`src/rtl/regbank_intr_ctrl.sv`:
```
// Single-level interrupt sequencer: latches irq edges, arbitrates at instruction
// boundaries, switches the register bank and redirects the PC in and out of handlers.
module regbank_intr_ctrl #(
   parameter int         N_SRC      = 4,
   parameter logic [7:0] VEC_BASE   = 8'hE0,
   parameter logic [7:0] VEC_STRIDE = 8'h08
) (
   input  logic             clock,
   input  logic             reset_n,
   input  logic [N_SRC-1:0] irq,
   input  logic             mask_we,
   input  logic [N_SRC-1:0] mask_wdata,
   input  logic             instr_done,
   input  logic             reti,
   input  logic [7:0]       pc_next,
   output logic             intr_en,
   output logic             pc_load,
   output logic [7:0]       pc_load_addr,
   output logic [N_SRC-1:0] ack,
   output logic [N_SRC-1:0] pending,
   output logic [N_SRC-1:0] mask
);

   localparam logic [1:0] S_IDLE  = 2'd0;
   localparam logic [1:0] S_ENTER = 2'd1;
   localparam logic [1:0] S_ISR   = 2'd2;
   localparam logic [1:0] S_EXIT  = 2'd3;

   logic [1:0]       state_q, state_d;
   logic [N_SRC-1:0] mask_q, mask_d;
   logic [N_SRC-1:0] pending_q, pending_d;
   logic [N_SRC-1:0] irq_q;
   logic [7:0]       epc_q, epc_d;
   logic [2:0]       winner_q, winner_d;

   logic [N_SRC-1:0] eligible;
   logic [N_SRC-1:0] enter_oh;
   logic [2:0]       pick;
   logic             found;
   logic [7:0]       vec;

   // Fixed priority: lowest enabled pending index wins.
   always_comb begin
      eligible = pending_q & mask_q;
      pick     = 3'd0;
      found    = 1'b0;
      for (int i = 0; i < N_SRC; i++) begin
         if (!found && eligible[i]) begin
            pick  = 3'(i);
            found = 1'b1;
         end
      end
   end

   always_comb begin
      enter_oh = '0;
      for (int i = 0; i < N_SRC; i++) begin
         enter_oh[i] = (state_q == S_ENTER) && (winner_q == 3'(i));
      end
   end

   always_comb begin
      state_d  = state_q;
      winner_d = winner_q;
      epc_d    = epc_q;
      case (state_q)
         S_IDLE: begin
            if (instr_done && found) begin
               winner_d = pick;
               epc_d    = pc_next;
               state_d  = S_ENTER;
            end
         end
         S_ENTER: state_d = S_ISR;
         S_ISR: begin
            if (instr_done && reti) state_d = S_EXIT;
         end
         default: state_d = S_IDLE;
      endcase
   end

   // A fresh edge in the ENTER cycle outranks the clear of the winner's bit.
   assign pending_d = (pending_q & ~enter_oh) | (irq & ~irq_q);
   assign mask_d    = mask_we ? mask_wdata : mask_q;

   always_ff @(posedge clock or negedge reset_n) begin
      if (!reset_n) begin
         state_q   <= S_IDLE;
         mask_q    <= '0;
         pending_q <= '0;
         irq_q     <= '0;
         epc_q     <= 8'h00;
         winner_q  <= 3'd0;
      end else begin
         state_q   <= state_d;
         mask_q    <= mask_d;
         pending_q <= pending_d;
         irq_q     <= irq;
         epc_q     <= epc_d;
         winner_q  <= winner_d;
      end
   end

   assign vec          = VEC_BASE + {5'd0, winner_q} * VEC_STRIDE;
   assign intr_en      = (state_q == S_ENTER) || (state_q == S_ISR);
   assign pc_load      = (state_q == S_ENTER) || (state_q == S_EXIT);
   assign pc_load_addr = (state_q == S_ENTER) ? vec :
                         (state_q == S_EXIT)  ? epc_q : 8'h00;
   assign ack          = enter_oh;
   assign pending      = pending_q;
   assign mask         = mask_q;

endmodule

```
`config.mk`:
```
export PLATFORM = sky130hd
export DESIGN_NAME = regbank_intr_ctrl
export DESIGN_NICKNAME = d
export VERILOG_FILES = /design/src/rtl/regbank_intr_ctrl.sv
export SDC_FILE = /design/constraint.sdc
export NUM_CORES = 1
export LEC_CHECK = 0
export BUFFER_PORTS_ARGS = -buffer_cell sky130_fd_sc_hd__buf_2
export CORE_MARGIN = 1
export CORE_UTILIZATION = 51
export CTS_CLUSTER_SIZE = 12
export DETAILED_ROUTE_END_ITERATION = 8
export GPL_TIMING_DRIVEN = 0
export HOLD_SLACK_MARGIN = 0.15
export PLACE_DENSITY_LB_ADDON = 0.05
export SLEW_MARGIN = 10
export SYNTH_ARGS = -nofsm -noshare
export SYNTH_HDL_FRONTEND = slang
export SYNTH_SLANG_ARGS = --single-unit
```
`constraint.sdc`:
```
create_clock -name clock -period 3.04 [get_ports clock]
set_input_delay 0.152 -clock clock [delete_from_list [all_inputs] [get_ports clock]]
set_output_delay 0.152 -clock clock [all_outputs]
set_load 0.02 [all_outputs]
```
==> results of run 1 <==
## report_power, final
part	switching [mW]	leakage (nW)	internal (mW)
Sequential	0.0926	0.274	0.427
Combinational	0.324	0.558	0.287
Clock	0.0901	0.0138	0.0462
Total	0.506	0.845	0.760
## through the flow
stage | setup WS [ns] | instance area [µm²]
CTS | 0.963 | 1630
global placement | 1.35 | 1380
detailed placement | 1.29 | 1380
floorplan | 1.26 | 1130
finish | 0.961 | 1630
global route | 0.824 | 1630
## flip-flops by register name, summed over array words and instances (netlist names)
| name | cells |
|---|---|
| state_q | 2 |
| irq_q | 4 |
| winner_q | 2 |
| mask | 4 |
| epc_q | 8 |
| pending | 4 |
## synth_stat cells, drive strengths merged
library cell	count
a22o	3
or4b	1
a21oi	2
mux2	14
a32oi	1
and2	3
o21ai	3
o22ai	3
and3	1
or2	1
nand2	5
clkbuf	1
nor3b	1
nand3	1
ha	5
dfrtp	24
nor2	4
a31oi	2
nor2b	2
nand4	1
o221ai	1
inv	10
and3b	1
a21o	3
a211oi	1
## critical path, delay by kind of cell (launching register included)
| kind | cells | cell delay, ns |
|---|---|---|
| fa+ha+maj | 1 | 0.15 |
| buf+inv | 3 | 0.66 |
| simple gates | 1 | 0.35 |
| flops | 1 | 0.46 |
## routing by layer
| layer | wire length (µm) | track usage (%) | part of all wire [%] |
|---|---|---|---|
| met1 | 1050 | 27.0 | 43 |
| met2 | 1310 | 40.4 | 54 |
| met3 | 85 | 4.05 | 3.5 |
| met4 | 0 | 4.41 | 0 |
| met5 | 0 | 0 | 0 |
## area by class of cell
class	count	area, µm²	area share [%]
well taps	27	33.8	2.07
multi-input cells	59	492	30.2
repair buffers	65	440	27.0
inverters	10	37.5	2.30
plain buffers	1	3.75	0.230
flip-flops and latches	24	601	36.8
clock buffers	3	22.5	1.38
## cells by family after synthesis
family	Yosys count
flops	24
compound gates	19
mux	14
buf+inv	11
simple gates	21
fa+ha+maj	5
## timing repair
| action | CTS | global route |
|---|---|---|
| hold endpoints to repair | 46 | 0 |
| endpoints found under the setup margin | 0 | 0 |
| hold buffers | 23 | 0 |
## how the worst min path moves through the flow
stage | startpoint | depth (start not counted) | to | slack, ns
2_1_floorplan | reset_n | 0 | epc_q[0] | -0.14
3_3_place_gp | reset_n | 1 | mask[2] | 0.16
3_5_place_dp | reset_n | 1 | mask[2] | 0.16
4_1_cts | reset_n | 2 | mask[3] | 0.36
5_1_grt | reset_n | 2 | mask[2] | 0.38
6_report | reset_n | 2 | mask[2] | 0.34
==> summary.md, run 1 <==
| Metric | Value |
|---|---|
| Pwr dens | `777 nW/µm²` |
| Post_cts resized | `0` |
| Layout fillers | `128` |
| Fin nets | `190` |
| Netlist Area Pre-Place | `1130 µm²` |
| Worst VDD drop | `0.650 mV` |
| Syn Area/Cell | `12.1 µm²` |
| Power after layout | `1.27 mW` |
| Maximum number of buffers from clock root to sink | `2` |
| Num Clock Sinks | `24` |
| Gp weighted congestion | `0.734` |
| Register area share after synthesis | `53.0%` |
| First-pass DRT Iterations | `4` |
| Detailed placement HPWL | `1680 µm` |
| Crit path from | `state_q[1]` |
| Post-synth top area share | `53.0%` |
| Hold Fails Final Rpt | `0` |
| Drt drc | `0` |
| Cell count after placement | `163` |
| Initial antenna violation count | `0` |
| CP Data Required Time | `2.89 ns` |
| R2r startpoint | `state_q[1]` |
| Max cap viols | `0` |
| Post-Syn Instances | `94` |
| Peak Freq | `481 MHz` |
| Total wire length | `2440 µm` |
| Die area | `2420 µm²` |
| Total CTS buffers | `3` |
| Core box area | `2020 µm²` |
| Area growth from synthesis to layout | `43.8%` |
| Fin util | `80.6%` |
| Synth Area in Compound Gates | `12.1%` |
| Hold_ws | `0.342 ns` |
| Synth Area in Adders | `5.52%` |
| Minimum clock period | `2.08 ns` |
| Netlist cell types | `28` |
| Main combinational cell family by area after synthesis | `multiplexers` |
| Max-slew violation count | `0` |
| Clock Skew | `0.00321 ns` |
| Final Non-Filler Cells | `189` |
| CTS tree | `built` |
| Sum of negative setup slack | `0 ns` |
| Period Utilization, post-route | `68.4%` |
| IO Pins | `43` |
| Slowest stage delay, CP | `0.46 ns` |
| Worst path slowest cell | `dfrtp_1` |
| RR Endpoint | `epc_q[7]` |
| RSZ-0062 raised after global routing | `no` |
| Post-synthesis mux area share | `14.2%` |
| GR Util All Layers | `22.2%` |
| Synth Area in XOR/XNOR | `0%` |
| Top cells by area, synth | `dfrtp_1, mux2_2, ha_1, inv_1, a21o_1` |
| Run status | `complete, no violations` |
| Most frequent cells in the layout | `buf_2, dfrtp_1, dlygate4sd3_1, mux2_2, inv_1` |
| Fraction of layout cells with a size suffix above 1 | `40.1%` |
| Arrival time worst endpoint | `1.93 ns` |
| Row cnt | `16` |
| Antenna Cells | `0` |
| Overflow after GRT | `0` |
| Pleak | `0.845 nW` |
| R2r setup slk | `1.27 ns` |
| Worst hold path type | `in2async` |
| Final Setup Violations | `0` |
| Die X | `49.1 µm` |
| Post-Synth Simple-Gate Area | `11.5%` |
| CP Capture Type | `output port` |
| Yosys warns | `0` |
| Height of the chip | `49.1 µm` |
| Syn nets | `120` |
| Worst skew pair latency | `0.30 ns` |
| Global-route wire length before repair | `4150 µm` |
| CP Class | `reg2out` |
| Detail Route Antenna Nets | `0` |
| Clk root buf | `clkbuf_4` |
| DR vias/cell | `4.96` |
| Post-synthesis register bit count | `24` |
| Initial DRC Count | `4` |
| Largest net degree at the start of global routing | `25` |
| Cell taking the most area after synthesis | `dfrtp_1` |
| Port Buffers | `42` |
| Post-CTS Setup Inserts | `0` |
| Crit-path max FO | `10` |
| Critical Path End | `ack[0]` |
| Routed length per instance | `12.9 µm` |
| Initial Utilization | `56.1%` |
| Vias in the first global route | `974` |
| Htree depth | `1` |
| Slew headroom | `64.7%` |
| Commonest non-fill, non-tap cell in the layout | `buf_2` |
| Clock transition at path regs | `0.13 ns` |
| Nature of the critical path startpoint | `register` |
| Vias | `937` |
| Measured slew at the worst slew-check pin | `0.530 ns` |
| Reg2reg path depth | `5` |
| Crit-path cells | `inv_1, ha_1, clkbuf_1, nor3b_1, buf_2` |
(Power assumes the default switching activity.)
==> inputs of run 2 (changes only) <==
CORE_UTILIZATION = 43   (was 51)
clock period = 1.86 ns   (was 3.04 ns; I/O delays follow)
==> run 2 against run 1 <==
Die area rose by 18%. Worst hold slack worse by 0.057 ns. Sequential cell count did not move. Critical endpoint is now pc_load_addr[3]. Power grew 69%. Largest cell class unchanged. Combinational power up 67%. Non-clock buffer count decreased by 1. Core utilization fell by 14 points.
==> summary.md, run 2 (synthesis results as in run 1) <==
| Metric | Value |
|---|---|
| Detailed placement HPWL | `1660 µm (-1.3%)` |
| Worst hold path type | `in2async` |
| Cell family with most CP delay | `flip-flops` |
| Area taken by multi-input logic gates | `510 µm² (+3.8%)` |
| Largest net degree at the start of global routing | `25 (unchanged)` |
| CP Class | `reg2out` |
| Port Buffers | `42 (unchanged)` |
| Area growth from synthesis to layout | `46.7%` |
| Register with the most flip-flops | `epc_q` |
| Period Utilization, post-route | `90.8%` |
| Initial antenna violation count | `0 (unchanged)` |
| Clock transition at path regs | `0.13 ns (about the same)` |
| Run status | `complete, no violations` |
| Initial Utilization | `45.8% (-10 points)` |
| Slowest stage delay, CP | `0.44 ns (-0.02 ns)` |
| Final setup margin | `0.171 ns (-0.790 ns)` |
| Routed length per instance | `13.2 µm (+2.2%)` |
| Global-route wire length before repair | `3910 µm (-5.8%)` |
| Final Setup Violations | `0 (unchanged)` |
| Pre-CTS setup slack | `0.102 ns (-1.19 ns)` |
| Height of the chip | `53.3 µm (+8.5%)` |
| Antenna Cells | `0 (unchanged)` |
| CP Capture Type | `output port` |
| Crit-path max FO | `10 (unchanged)` |
| Die X | `53.3 µm (+8.5%)` |
| Most frequent cells in the layout | `buf_2, dfrtp_1, dlygate4sd3_1, mux2_2, inv_1` |
| Arrival time worst endpoint | `1.60 ns (-0.33 ns)` |
| Overflow after GRT | `0 (unchanged)` |
| GR Util All Layers | `19.5% (-2.7 points)` |
| Die area | `2850 µm² (+18%)` |
| Pleak | `0.854 nW (+1.1%)` |
| CP Buf/Inv Count | `2 (-1)` |
| Clk root buf | `clkbuf_4` |
| Htree depth | `1 (unchanged)` |
| Max cap viols | `0 (unchanged)` |
| Vias in the first global route | `904 (-7.2%)` |
| Nature of the critical path startpoint | `register` |
| Post-CTS Setup Inserts | `0 (unchanged)` |
| CP Data Required Time | `1.77 ns (-1.12 ns)` |
| Num Clock Sinks | `24 (unchanged)` |
| Commonest non-fill, non-tap cell in the layout | `buf_2` |
| Drt drc | `0 (unchanged)` |
| Core box area | `2480 µm² (+23%)` |
| Gp weighted congestion | `0.706 (-3.8%)` |
| Reg2reg path depth | `5 (unchanged)` |
| DR vias/cell | `4.95 (about the same)` |
| Crit-path cells | `inv_1, ha_2, nor2b_2, a22o_1, buf_2` |
| Reg area | `601 µm² (unchanged)` |
| Vias | `956 (+2.0%)` |
| IO Pins | `43 (unchanged)` |
| Hold Fails Final Rpt | `0 (unchanged)` |
| Measured slew at the worst slew-check pin | `0.549 ns (+0.0189 ns)` |
| Layout fillers | `203 (+59%)` |
| Total CTS buffers | `3 (unchanged)` |
| Slew headroom | `63.4% (-1.3 points)` |
| Initial DRC Count | `8 (+4)` |
| Minimum clock period | `1.69 ns` |
| Fraction of layout cells with a size suffix above 1 | `43.6% (+3.4 points)` |
| Total wire length | `2540 µm (+4.4%)` |
| RSZ-0062 raised after global routing | `no` |
| CP Depth | `5 (unchanged)` |
| Pwr dens | `1290 nW/µm² (+66%)` |
| Clock Skew | `0.00112 ns (-0.00210 ns)` |
| Fin nets | `190 (unchanged)` |
| First-pass DRT Iterations | `4 (unchanged)` |
| Worst skew pair latency | `0.31 ns (about the same)` |
| Worst VDD drop | `0.882 mV (+36%)` |
| Peak Freq | `592 MHz` |
| Worst path slowest cell | `dfrtp_1` |
| Sum of negative setup slack | `0 ns (unchanged)` |
| Detail Route Antenna Nets | `0 (unchanged)` |
| Maximum number of buffers from clock root to sink | `2 (unchanged)` |
| Max FFs per register | `8 (unchanged)` |
| Max-slew violation count | `0 (unchanged)` |
| CTS tree | `built` |
| Row cnt | `18 (+2)` |
## run 2: worst reg2reg max path, delay by kind of cell (launching register included)
kind | cells | cell delay (ns)
buffers and inverters | 1 | 0.11
adders and majority gates | 1 | 0.26
DFF | 1 | 0.46
muxes | 1 | 0.36
and+or+nand+nor | 2 | 0.36
## run 2: worst paths after layout
kind	startpoint	endpoint	slack (ns)
max	state_q[1]	pc_load_addr[3]	0.17
min	reset_n	mask[3]	0.29
max reg2reg	state_q[0]	epc_q[7]	0.22
min reg2reg	irq_q[2]	pending[2]	0.43
max in group asynchronous	reset_n	irq_q[1]	1.21
min in group clock	irq_q[2]	pending[2]	0.43
## run 2: what timing repair did
action,in CTS,in global routing
pin swaps,0,1
resized for setup,2,2
hold buffers,23,0
hold endpoints to repair,46,0
endpoints found under the setup margin,8,10
cloned,0,1
## run 2: through the flow
step	hold slack (ns)	power (mW)	area [µm²]	std cells	util [%]
final	0.285	2.14	1660	193	67.1
after global routing	0.327	2.30	1660	193	67.1
after CTS	0.285	2.14	1650	192	66.6
after detailed placement	0.110	1.81	1380	166	55.8
after global placement	0.105	1.78	1380	166	55.8
after floorplan	-0.203	1.53	1130	94	-
## run 2: where the power goes
group | switching (mW) | internal (mW)
logic | 0.534 | 0.482
registers | 0.150 | 0.697
clock network | 0.158 | 0.120
total | 0.842 | 1.30
## run 2: cell type report
cell class | count | share of cell area [%]
Sequential cell | 24 | 36.1
Tap cell | 30 | 2.26
Multi-Input combinational cell | 60 | 30.7
Timing Repair Buffer | 65 | 26.5
Clock buffer | 4 | 2.18
Inverter | 10 | 2.26
## run 2: per-layer routing
layer	share of wire, %	vias up	GRT usage (%)
li1	-	468	-
met5	0	-	0
met3	3.4	2	3.16
met1	45	463	22.5
met2	51	23	35.0
met4	0.59	0	7.89
==> inputs of run 3 (changes only) <==
CORE_UTILIZATION = 47   (was 43)
clock period = 1.9 ns   (was 1.86 ns; I/O delays follow)
==> run 3 against run 2 <==
Sequential power down 2.4%. Die area is 8.2% lower. Final area fell by 0.98%. Core utilization up 6.6 points.
==> summary.md, run 3 (synthesis results as in run 1) <==
| Metric | Value |
|---|---|
| Crit-path max FO | `9 (-1)` |
| IO Pins | `43 (unchanged)` |
| Detail Route Antenna Nets | `0 (unchanged)` |
| Pre-CTS setup slack | `0.141 ns (+0.0392 ns)` |
| Pwr dens | `1260 nW/µm² (-2.0%)` |
| CP Data Required Time | `2.10 ns (+0.33 ns)` |
| Num Clock Sinks | `24 (unchanged)` |
| Max cap viols | `0 (unchanged)` |
| Worst skew pair latency | `0.31 ns (about the same)` |
| Port Buffers | `42 (unchanged)` |
| Overflow after GRT | `0 (unchanged)` |
| Most frequent cells in the layout | `buf_2, dfrtp_1, dlygate4sd3_1, mux2_2, inv_1` |
| Peak Freq | `562 MHz` |
| Die area | `2610 µm² (-8.2%)` |
| First-pass DRT Iterations | `4 (unchanged)` |
| Register with the most flip-flops | `epc_q` |
| Drt drc | `0 (unchanged)` |
| Initial Utilization | `50.8% (+5.0 points)` |
| Total wire length | `2460 µm (-3.5%)` |
| Core box area | `2230 µm² (-9.8%)` |
| Vias in the first global route | `908 (+0.44%)` |
| Pleak | `0.850 nW (-0.53%)` |
| Largest net degree at the start of global routing | `25 (unchanged)` |
| Power after layout | `2.08 mW (-3.0%)` |
| Worst hold path type | `in2async` |
| Max FFs per register | `8 (unchanged)` |
| Die X | `51.1 µm (-4.2%)` |
| CTS tree | `built` |
| Layout fillers | `167 (-18%)` |
| Global routing usage on met3 | `4.76% (+1.6 points)` |
| GR Util All Layers | `20.8% (+1.3 points)` |
| Initial DRC Count | `11 (+3)` |
| Fraction of layout cells with a size suffix above 1 | `42.0% (-1.6 points)` |
| Row cnt | `17 (-1)` |
| Total CTS buffers | `3 (unchanged)` |
| Antenna Cells | `0 (unchanged)` |
| Detailed placement HPWL | `1660 µm (+0.11%)` |
| CP Buf/Inv Count | `1 (-1)` |
| Cell family with most CP delay | `flip-flops` |
| Final setup margin | `0.120 ns (-0.0507 ns)` |
| Clock transition at path regs | `0.14 ns (about the same)` |
| CP Class | `reg2reg` |
| Post-CTS Setup Inserts | `0 (unchanged)` |
| GR peak layer | `met2` |
| Commonest non-fill, non-tap cell in the layout | `buf_2` |
| Worst VDD drop | `1.04 mV (+19%)` |
| Fin nets | `189 (-0.53%)` |
| Htree depth | `1 (unchanged)` |
| Clk root buf | `clkbuf_4` |
| Run status | `complete, no violations` |
| Final Setup Violations | `0 (unchanged)` |
| Slew headroom | `63.8% (+0.36 points)` |
| Area growth from synthesis to layout | `45.3%` |
| Worst path slowest cell | `dfrtp_1` |
| Period Utilization, post-route | `93.7%` |
| Slowest stage delay, CP | `0.47 ns (+0.03 ns)` |
| DR vias/cell | `4.94 (-0.23%)` |
| M2 GR Usage | `36.4% (+1.4 points)` |
| Fin util | `73.7% (+6.6 points)` |
| GRT met1 Usage | `25.0% (+2.5 points)` |
| Measured slew at the worst slew-check pin | `0.543 ns (-0.00537 ns)` |
| Crit-path cells | `inv_1, ha_1, nand2_1, nor2_4, mux2_2` |
| Max-slew violation count | `0 (unchanged)` |
| Vias | `939 (-1.8%)` |
| Gp weighted congestion | `0.706 (about the same)` |
| Routed length per instance | `12.9 µm (-1.9%)` |
| Arrival time worst endpoint | `1.98 ns (+0.38 ns)` |
| Global-route wire length before repair | `3950 µm (+1.0%)` |
| RSZ-0062 raised after global routing | `no` |
| Sum of negative setup slack | `0 ns (unchanged)` |
| Hold Fails Final Rpt | `0 (unchanged)` |
| Nature of the critical path startpoint | `register` |
| Initial antenna violation count | `0 (unchanged)` |
| CP Capture Type | `register` |
| Clock Skew | `0.00772 ns (+0.00661 ns)` |
| Minimum clock period | `1.78 ns` |
| Maximum number of buffers from clock root to sink | `2 (unchanged)` |
| Hold_ws | `0.290 ns (+0.00496 ns)` |
| Height of the chip | `51.1 µm (-4.2%)` |
## run 3: what timing repair did
item                                   in CTS  in global routing
resized for setup                           1                  1
hold buffers                               23                  0
setup endpoints to repair                   6                  6
endpoints found under the hold margin      46                  0
cloned                                      0                  0
## run 3: path summary, 6_finish.rpt
path / from / to / slack [ns] / depth (start not counted)
worst max-delay path: state_q[0] / winner_q[0] / 0.12 / 5
worst max register to register: state_q[0] / winner_q[0] / 0.12 / 5
min in group clock: irq[3] / irq_q[3] / 0.43 / 2
max in group asynchronous: reset_n / winner_q[1] / 1.25 / 2
worst min-delay path: reset_n / mask[3] / 0.29 / 2
worst min register to register: irq_q[1] / pending[1] / 0.44 / 1
## run 3: where the power goes
part	internal [mW]	switching, mW	leakage (nW)
Sequential	0.682	0.146	0.274
Clock	0.117	0.150	0.0210
Combinational	0.465	0.518	0.555
## run 3: metal layers
metal / vias to the layer above / share of wire (%)
met5: - / 0
met2: 22 / 49
li1: 466 / -
met4: 0 / 0.65
met1: 449 / 46
met3: 2 / 4.2
## run 3: area by class of cell
class	instances	area (µm²)	area share, %
Clock buffer	4	36.3	2.20
Sequential cell	24	601	36.5
Multi-Input combinational cell	59	497	30.2
Tap cell	28	35.0	2.13
Inverter	10	37.5	2.28
Timing Repair Buffer	65	440	26.7
## run 3: per-stage QoR
| stage | cell area [µm²] | instances |
|---|---|---|
| 5_1_grt | 1650 | 190 |
| 3_5_place_dp | 1380 | 164 |
| 4_1_cts | 1640 | 190 |
| 2_1_floorplan | 1130 | 94 |
| 6_report | 1650 | 190 |
| 3_3_place_gp | 1380 | 164 |
